### config.mk
export PLATFORM = sky130hd
export DESIGN_NAME = sbox_sub_engine
export DESIGN_NICKNAME = d
export VERILOG_FILES = /design/src/rtl/sbox_sub_engine.sv
export SDC_FILE = /design/constraint.sdc
export NUM_CORES = 2
export LEC_CHECK = 0
export BUFFER_PORTS_ARGS = -buffer_cell sky130_fd_sc_hd__buf_2
export CAP_MARGIN = 5
export CELL_PAD_IN_SITES_DETAIL_PLACEMENT = 1
export CELL_PAD_IN_SITES_GLOBAL_PLACEMENT = 1
export CORE_ASPECT_RATIO = 1.2
export CORE_UTILIZATION = 57
export DETAILED_ROUTE_END_ITERATION = 6
export PLACE_DENSITY_LB_ADDON = 0.1
export REMOVE_ABC_BUFFERS = 1
export SYNTH_ARGS = -nofsm -noshare
export SYNTH_HDL_FRONTEND = slang
export SYNTH_SLANG_ARGS = --single-unit
### constraint.sdc
create_clock -name clk -period 8.5 [get_ports clk]
set_input_delay 1.7 -clock clk [delete_from_list [all_inputs] [get_ports clk]]
set_output_delay 1.7 -clock clk [all_outputs]
set_load 0.01 [all_outputs]
### src/rtl/sbox_sub_engine.sv
// Table-programmable DES-style S-box substitution engine: NUM_BOX parallel 6->OUT_W lookups,
// two-stage valid/ready pipeline, table writes accepted only while the pipeline is drained.
module sbox_sub_engine #(
  parameter int NUM_BOX = 8,
  parameter int IN_W    = 6,
  parameter int OUT_W   = 4,
  localparam int BOX_W  = (NUM_BOX > 1) ? $clog2(NUM_BOX) : 1
) (
  input  logic                     clk,
  input  logic                     rst,
  input  logic                     in_valid,
  output logic                     in_ready,
  input  logic [NUM_BOX*IN_W-1:0]  in_data,
  output logic                     out_valid,
  input  logic                     out_ready,
  output logic [NUM_BOX*OUT_W-1:0] out_data,
  input  logic                     cfg_we,
  output logic                     cfg_ready,
  input  logic [BOX_W-1:0]         cfg_box,
  input  logic [1:0]               cfg_row,
  input  logic [3:0]               cfg_col,
  input  logic [OUT_W-1:0]         cfg_data
);

  logic [OUT_W-1:0]         tbl_r [NUM_BOX][64];
  logic                     s1_valid_r;
  logic [NUM_BOX*IN_W-1:0]  s1_data_r;
  logic                     out_valid_r;
  logic [NUM_BOX*OUT_W-1:0] out_data_r;
  logic [NUM_BOX*OUT_W-1:0] lut_s;
  logic                     s2_load_s;
  logic                     in_fire_s;
  logic                     cfg_fire_s;
  logic                     cfg_box_ok_s;

  // Row is the outer bit pair, column the middle four bits.
  function automatic logic [5:0] lut_idx(input logic [5:0] x);
    return {x[5], x[0], x[4:1]};
  endfunction

  // Handshake and advance decisions.
  always_comb begin
    s2_load_s    = !out_valid_r || out_ready;
    in_ready     = !rst && !cfg_we && (!s1_valid_r || s2_load_s);
    cfg_ready    = !rst && !s1_valid_r && !out_valid_r;
    in_fire_s    = in_valid && in_ready;
    cfg_fire_s   = cfg_we && cfg_ready;
    cfg_box_ok_s = int'(cfg_box) < NUM_BOX;
  end

  // Parallel lookup of every box from the S1 word.
  always_comb begin
    lut_s = {(NUM_BOX*OUT_W){1'b0}};
    for (int k = 0; k < NUM_BOX; k++) begin
      lut_s[OUT_W*k +: OUT_W] = tbl_r[k][lut_idx(s1_data_r[IN_W*k +: 6])];
    end
  end

  // Substitution tables; out-of-range box writes complete the handshake but are dropped.
  always_ff @(posedge clk) begin
    if (rst) begin
      for (int k = 0; k < NUM_BOX; k++) begin
        for (int e = 0; e < 64; e++) begin
          tbl_r[k][e] <= {OUT_W{1'b0}};
        end
      end
    end else if (cfg_fire_s && cfg_box_ok_s) begin
      tbl_r[cfg_box][{cfg_row, cfg_col}] <= cfg_data;
    end
  end

  // Stage S1: input capture.
  always_ff @(posedge clk) begin
    if (rst) begin
      s1_valid_r <= 1'b0;
      s1_data_r  <= {(NUM_BOX*IN_W){1'b0}};
    end else if (!s1_valid_r || s2_load_s) begin
      s1_valid_r <= in_fire_s;
      if (in_fire_s) begin
        s1_data_r <= in_data;
      end
    end
  end

  // Stage S2: result register; data only changes when a new word arrives, so it holds under stall.
  always_ff @(posedge clk) begin
    if (rst) begin
      out_valid_r <= 1'b0;
      out_data_r  <= {(NUM_BOX*OUT_W){1'b0}};
    end else if (s2_load_s) begin
      out_valid_r <= s1_valid_r;
      if (s1_valid_r) begin
        out_data_r <= lut_s;
      end
    end
  end

  assign out_valid = out_valid_r;
  assign out_data  = out_data_r;

endmodule

# Word-level counts from Yosys, hierarchy flattened
# Memory sizes are Yosys's and may differ from the RTL's.
# Index checks and enable logic that the tools add are counted.
dict set report word_totals {
  output_inout_bits 35
  reg_bits 82
  input_bits 66
  word_cells 74
  mem_count 1
  ramBits 2048
}
# memory words word_bits read_ports rd_ports_with_merged_regs wr line
set memory_table {}
lappend memory_table {tbl_r 8 256 8 0 8 25} ;# logic [OUT_W-1:0] tbl_r [NUM_BOX][64];
dict set report classes {
  order_cmp 10
  bitwise_logic 9
  n_reduce_logical 16
  n_mux 34
}
# cell n
set ops {}
lappend ops {{$mux 256} 3}
lappend ops {{$reduce_or 256->1} 1}
lappend ops {{$bmux 4 s6} 8}
lappend ops {{$mux 4} 17}
lappend ops {{$ge 7x7->1 const B} 9}
lappend ops {{$not 6->7} 9}
lappend ops {{$demux 4 s6} 1}
lappend ops {{$logic_and 1x1->1} 7}
lappend ops {{$lt 7x1->1 const B} 1}
lappend ops {{$logic_not 1->1} 4}
lappend ops {{$mux 1} 4}
lappend ops {{$reduce_and 2->1} 2}
lappend ops {{$mux 3} 1}
lappend ops {{$logic_or 1x1->1} 2}

# Logic depth before layout (Yosys ltp)
dict set report logic_depth {
  depth_word 9
  ltp_mapped 8
  mapped_depth_nobuf 5
}

# Worst setup path after synthesis
# Ideal clock, no wire load.
dict set report synth_path {
  kind {input to output}
  from {input rst}
  to {output in_ready}
  path_slack_ns 4.553
  arrival_time_ns 2.247
  t_required_ns 6.800
  stages 2
  n_path_buf 1
  cell_sequence {buf_2 > a211oi_1}
}
dict set report synth_between {
  elab_chain_cells 3
}
# element line
set synth_rtl {}
lappend synth_rtl {{start, declared} 10} ;# input logic rst,
lappend synth_rtl {{$logic_not 1->1} 44} ;# in_ready = !rst && !cfg_we && (!s1_valid_r || s2_load_s);
lappend synth_rtl {{$logic_and 1x1->1 (2 in a row)} 44}
lappend synth_rtl {{end, declared} 12} ;# output logic in_ready,
# Every way passes these cells.

==> run metrics <==
critical path data arrival time=5.16 ns; worst setup margin=3.86 ns; Post-synth top cells=nor2_1, edfxtp_1, clkbuf_1; Critical Path Start=rst; clock slew at reported path FFs=0.06 ns; clock buffer depth=3; Peak Freq=215 MHz; Pleak=32.8 nW; CP max FO=40; EDFF count, synth=2048; most used cell along the critical path=nor3_1; critical path capture point=tbl_r[1][24]; ANT nets after route=0; largest net degree at the start of global routing=157; worst r2r dst=tbl_r[2][150]; Tmin final=4.64 ns; prevailing post-synth register cell=edfxtp_1; Fin. Hold Viols=0; clock latency on the worst-skew pair=0.88 ns; Fin Clk Skew=0.0268 ns; core area=0.167 mm2; area delta synth->final=8.90%; kind of start point of the critical path=primary input; Setup crit end kind=flop; post-synth top area cell=edfxtp_1; critical path required time=9.01 ns; Final TNS setup=0 ns; final WL=298000 um; Synth cell types=35; top-count cell post-synth=nor2_1; initial antenna violation count=14; clk sinks=2130; Avg WL per Cell=31.3 um; number of global-route vias before repair=65600; Hold Crit Class=reg2reg; GPL Wtd Cong=0.844; Final Util=62.5%; Vias/cell=6.54; Synth area leaders=edfxtp_1, nor2_1, mux4_2; synthesized flop and latch total=2130; post-CTS sizing=0; CTS root buf=clkbuf_16; Post-Syn Instances=7483; final std cells w/o fill=9533; Final period util=54.6%; setup bufs post-CTS=0; Worst-Margin Slew=1.25 ns; RSZ-0062 raised after global routing=false; slack of the worst reg-to-reg path=4.40 ns; Placed Cells=9139; dpl ws=3.06 ns; row cnt=164; R2R depth=4; yosys warns=0; I/O Buffers=100; Die ar.=0.170 mm2; final setup fails=0; share of cells above drive strength 1=18.5%; hold_buf cts=0; CP cell instances=buf_8 -> nor3_1 -> nand3_1 -> nor3_1 -> nand2_2 -> o21bai_1; GRT Total Usage=35.3%; first-pass GRT wire length=434000 um; via count=62400; Overall Power=22.8 mW; Final nets=7172; Slew Viols, Final=0; share of the synthesized area in the top cell type=64.3%; post-synthesis sequential area ratio=66.0%; Critical Path Max Stage Delay=1.02 ns; HPWL after detailed placement=185000 um; initial DRC count=6843; DRC=0; GRT overflow=0; Worst path slowest cell=nand2_2; die height=451 um; maxcap violations=0; FFs w/ async S/R, synth=0%; initial cell density of the core=57.4%; Post-Synthesis Cell Area=0.0957 mm2; critical path class=in2reg; outcome=finished clean; worst rel slew slack=16.2%; Max VDD drop=0.207 mV; top-level I/O count=101; drt pass-1 iters=5; RR Startpoint=s1_valid_r; die width=376 um; TritonCTS clock tree=yes; Inserted Clock Buffers=206; htree depth=4; PD cells=219 mW/mm2; Avg Cell Area, Syn=12.8 um2
placed cells by master (no fill, tap or decap), drive strengths merged:
cell type  instances
bufinv            29
mux4             256
and3              10
nor2b            131
nor3b             14
or2               10
a21oi             50
nor3             133
nand3b             2
nand3              4
nor2            2075
diode              3
buf              222
a22oi            160
nor4              33
or3b               3
and3b              4
clkbuf           249
nor4b              1
nand2            308
inv                8
o21bai           512
o211ai            32
edfxtp          2048
or4b               1
mux2             416
dfxtp             82
a211oi            97
or3                1
o21ai             96
clkinvlp          13
nand2b            26
o22ai            160
clkinv            93
and2              10
worst max-delay path, delay by kind of cell:
kind / cells / cell delay, ns
buffers and inverters: 1 / 0.14
AOI/OAI and AO/OA: 1 / 0.71
and+or+nand+nor: 4 / 2.49
where the power goes:
part           internal (mW)  total (mW)  switching [mW]
sequential              11.9        12.0           0.177
clock                   5.47        9.60            4.13
combinational          0.418        1.21           0.792
total                   17.7        22.8            5.10
worst min-delay path by stage:
stage	depth (start not counted)	start	slack [ns]	endpoint
6_report	2	s1_data_r[36]	0.51	s1_data_r[36]
5_1_grt	2	s1_data_r[36]	0.54	s1_data_r[36]
4_1_cts	2	s1_data_r[36]	0.51	s1_data_r[36]
3_5_place_dp	2	s1_data_r[36]	0.50	s1_data_r[36]
3_3_place_gp	2	s1_data_r[24]	0.48	s1_data_r[24]
2_1_floorplan	2	s1_data_r[12]	0.44	s1_data_r[12]
kinds of logic (layout without fill, tap and decap cells):
logic type | after synthesis | after routing | synth area share, %
AO/OA/AOI/OAI | 1107 | 1107 | 8.09
multiplexers | 672 | 672 | 10.9
other | 0 | 3 | 0
buffers and inverters | 808 | 614 | 3.24
AND/OR/NAND/NOR | 2766 | 2766 | 11.7
flip-flops | 2130 | 2130 | 66.0
per-stage QoR:
step | instance area, um2 | hold slack [ns]
final | 104000 | 0.508
after global routing | 104000 | 0.539
after CTS | 104000 | 0.506
after detailed placement | 97200 | 0.500
after global placement | 97200 | 0.480
after floorplan | 92600 | 0.442
area by class of cell:
cell class	instances	area, um2
sequential	2130	63200
fill	15800	62400
multi-input combinational	4545	29800
clock buffer	249	5460
tap	2241	2800
clock inverter	142	1550
timing repair buffer	222	1440
antenna	3	7.51
inverter	1	3.75
metal layers:
metal  up-vias  track usage [%]  wire (um)
li1      26300                -          -
met1     32500             43.4     109000
met2      2857             59.8     149000
met3       632             7.01      24300
met4        10             17.3      15500
met5         -                0         68
state kept, by name (all words and copies together) (netlist names):
register,count
out_valid,1
tbl_r,2048
out_data,32
s1_valid_r,1
s1_data_r,48
(Power assumes the default switching activity.)
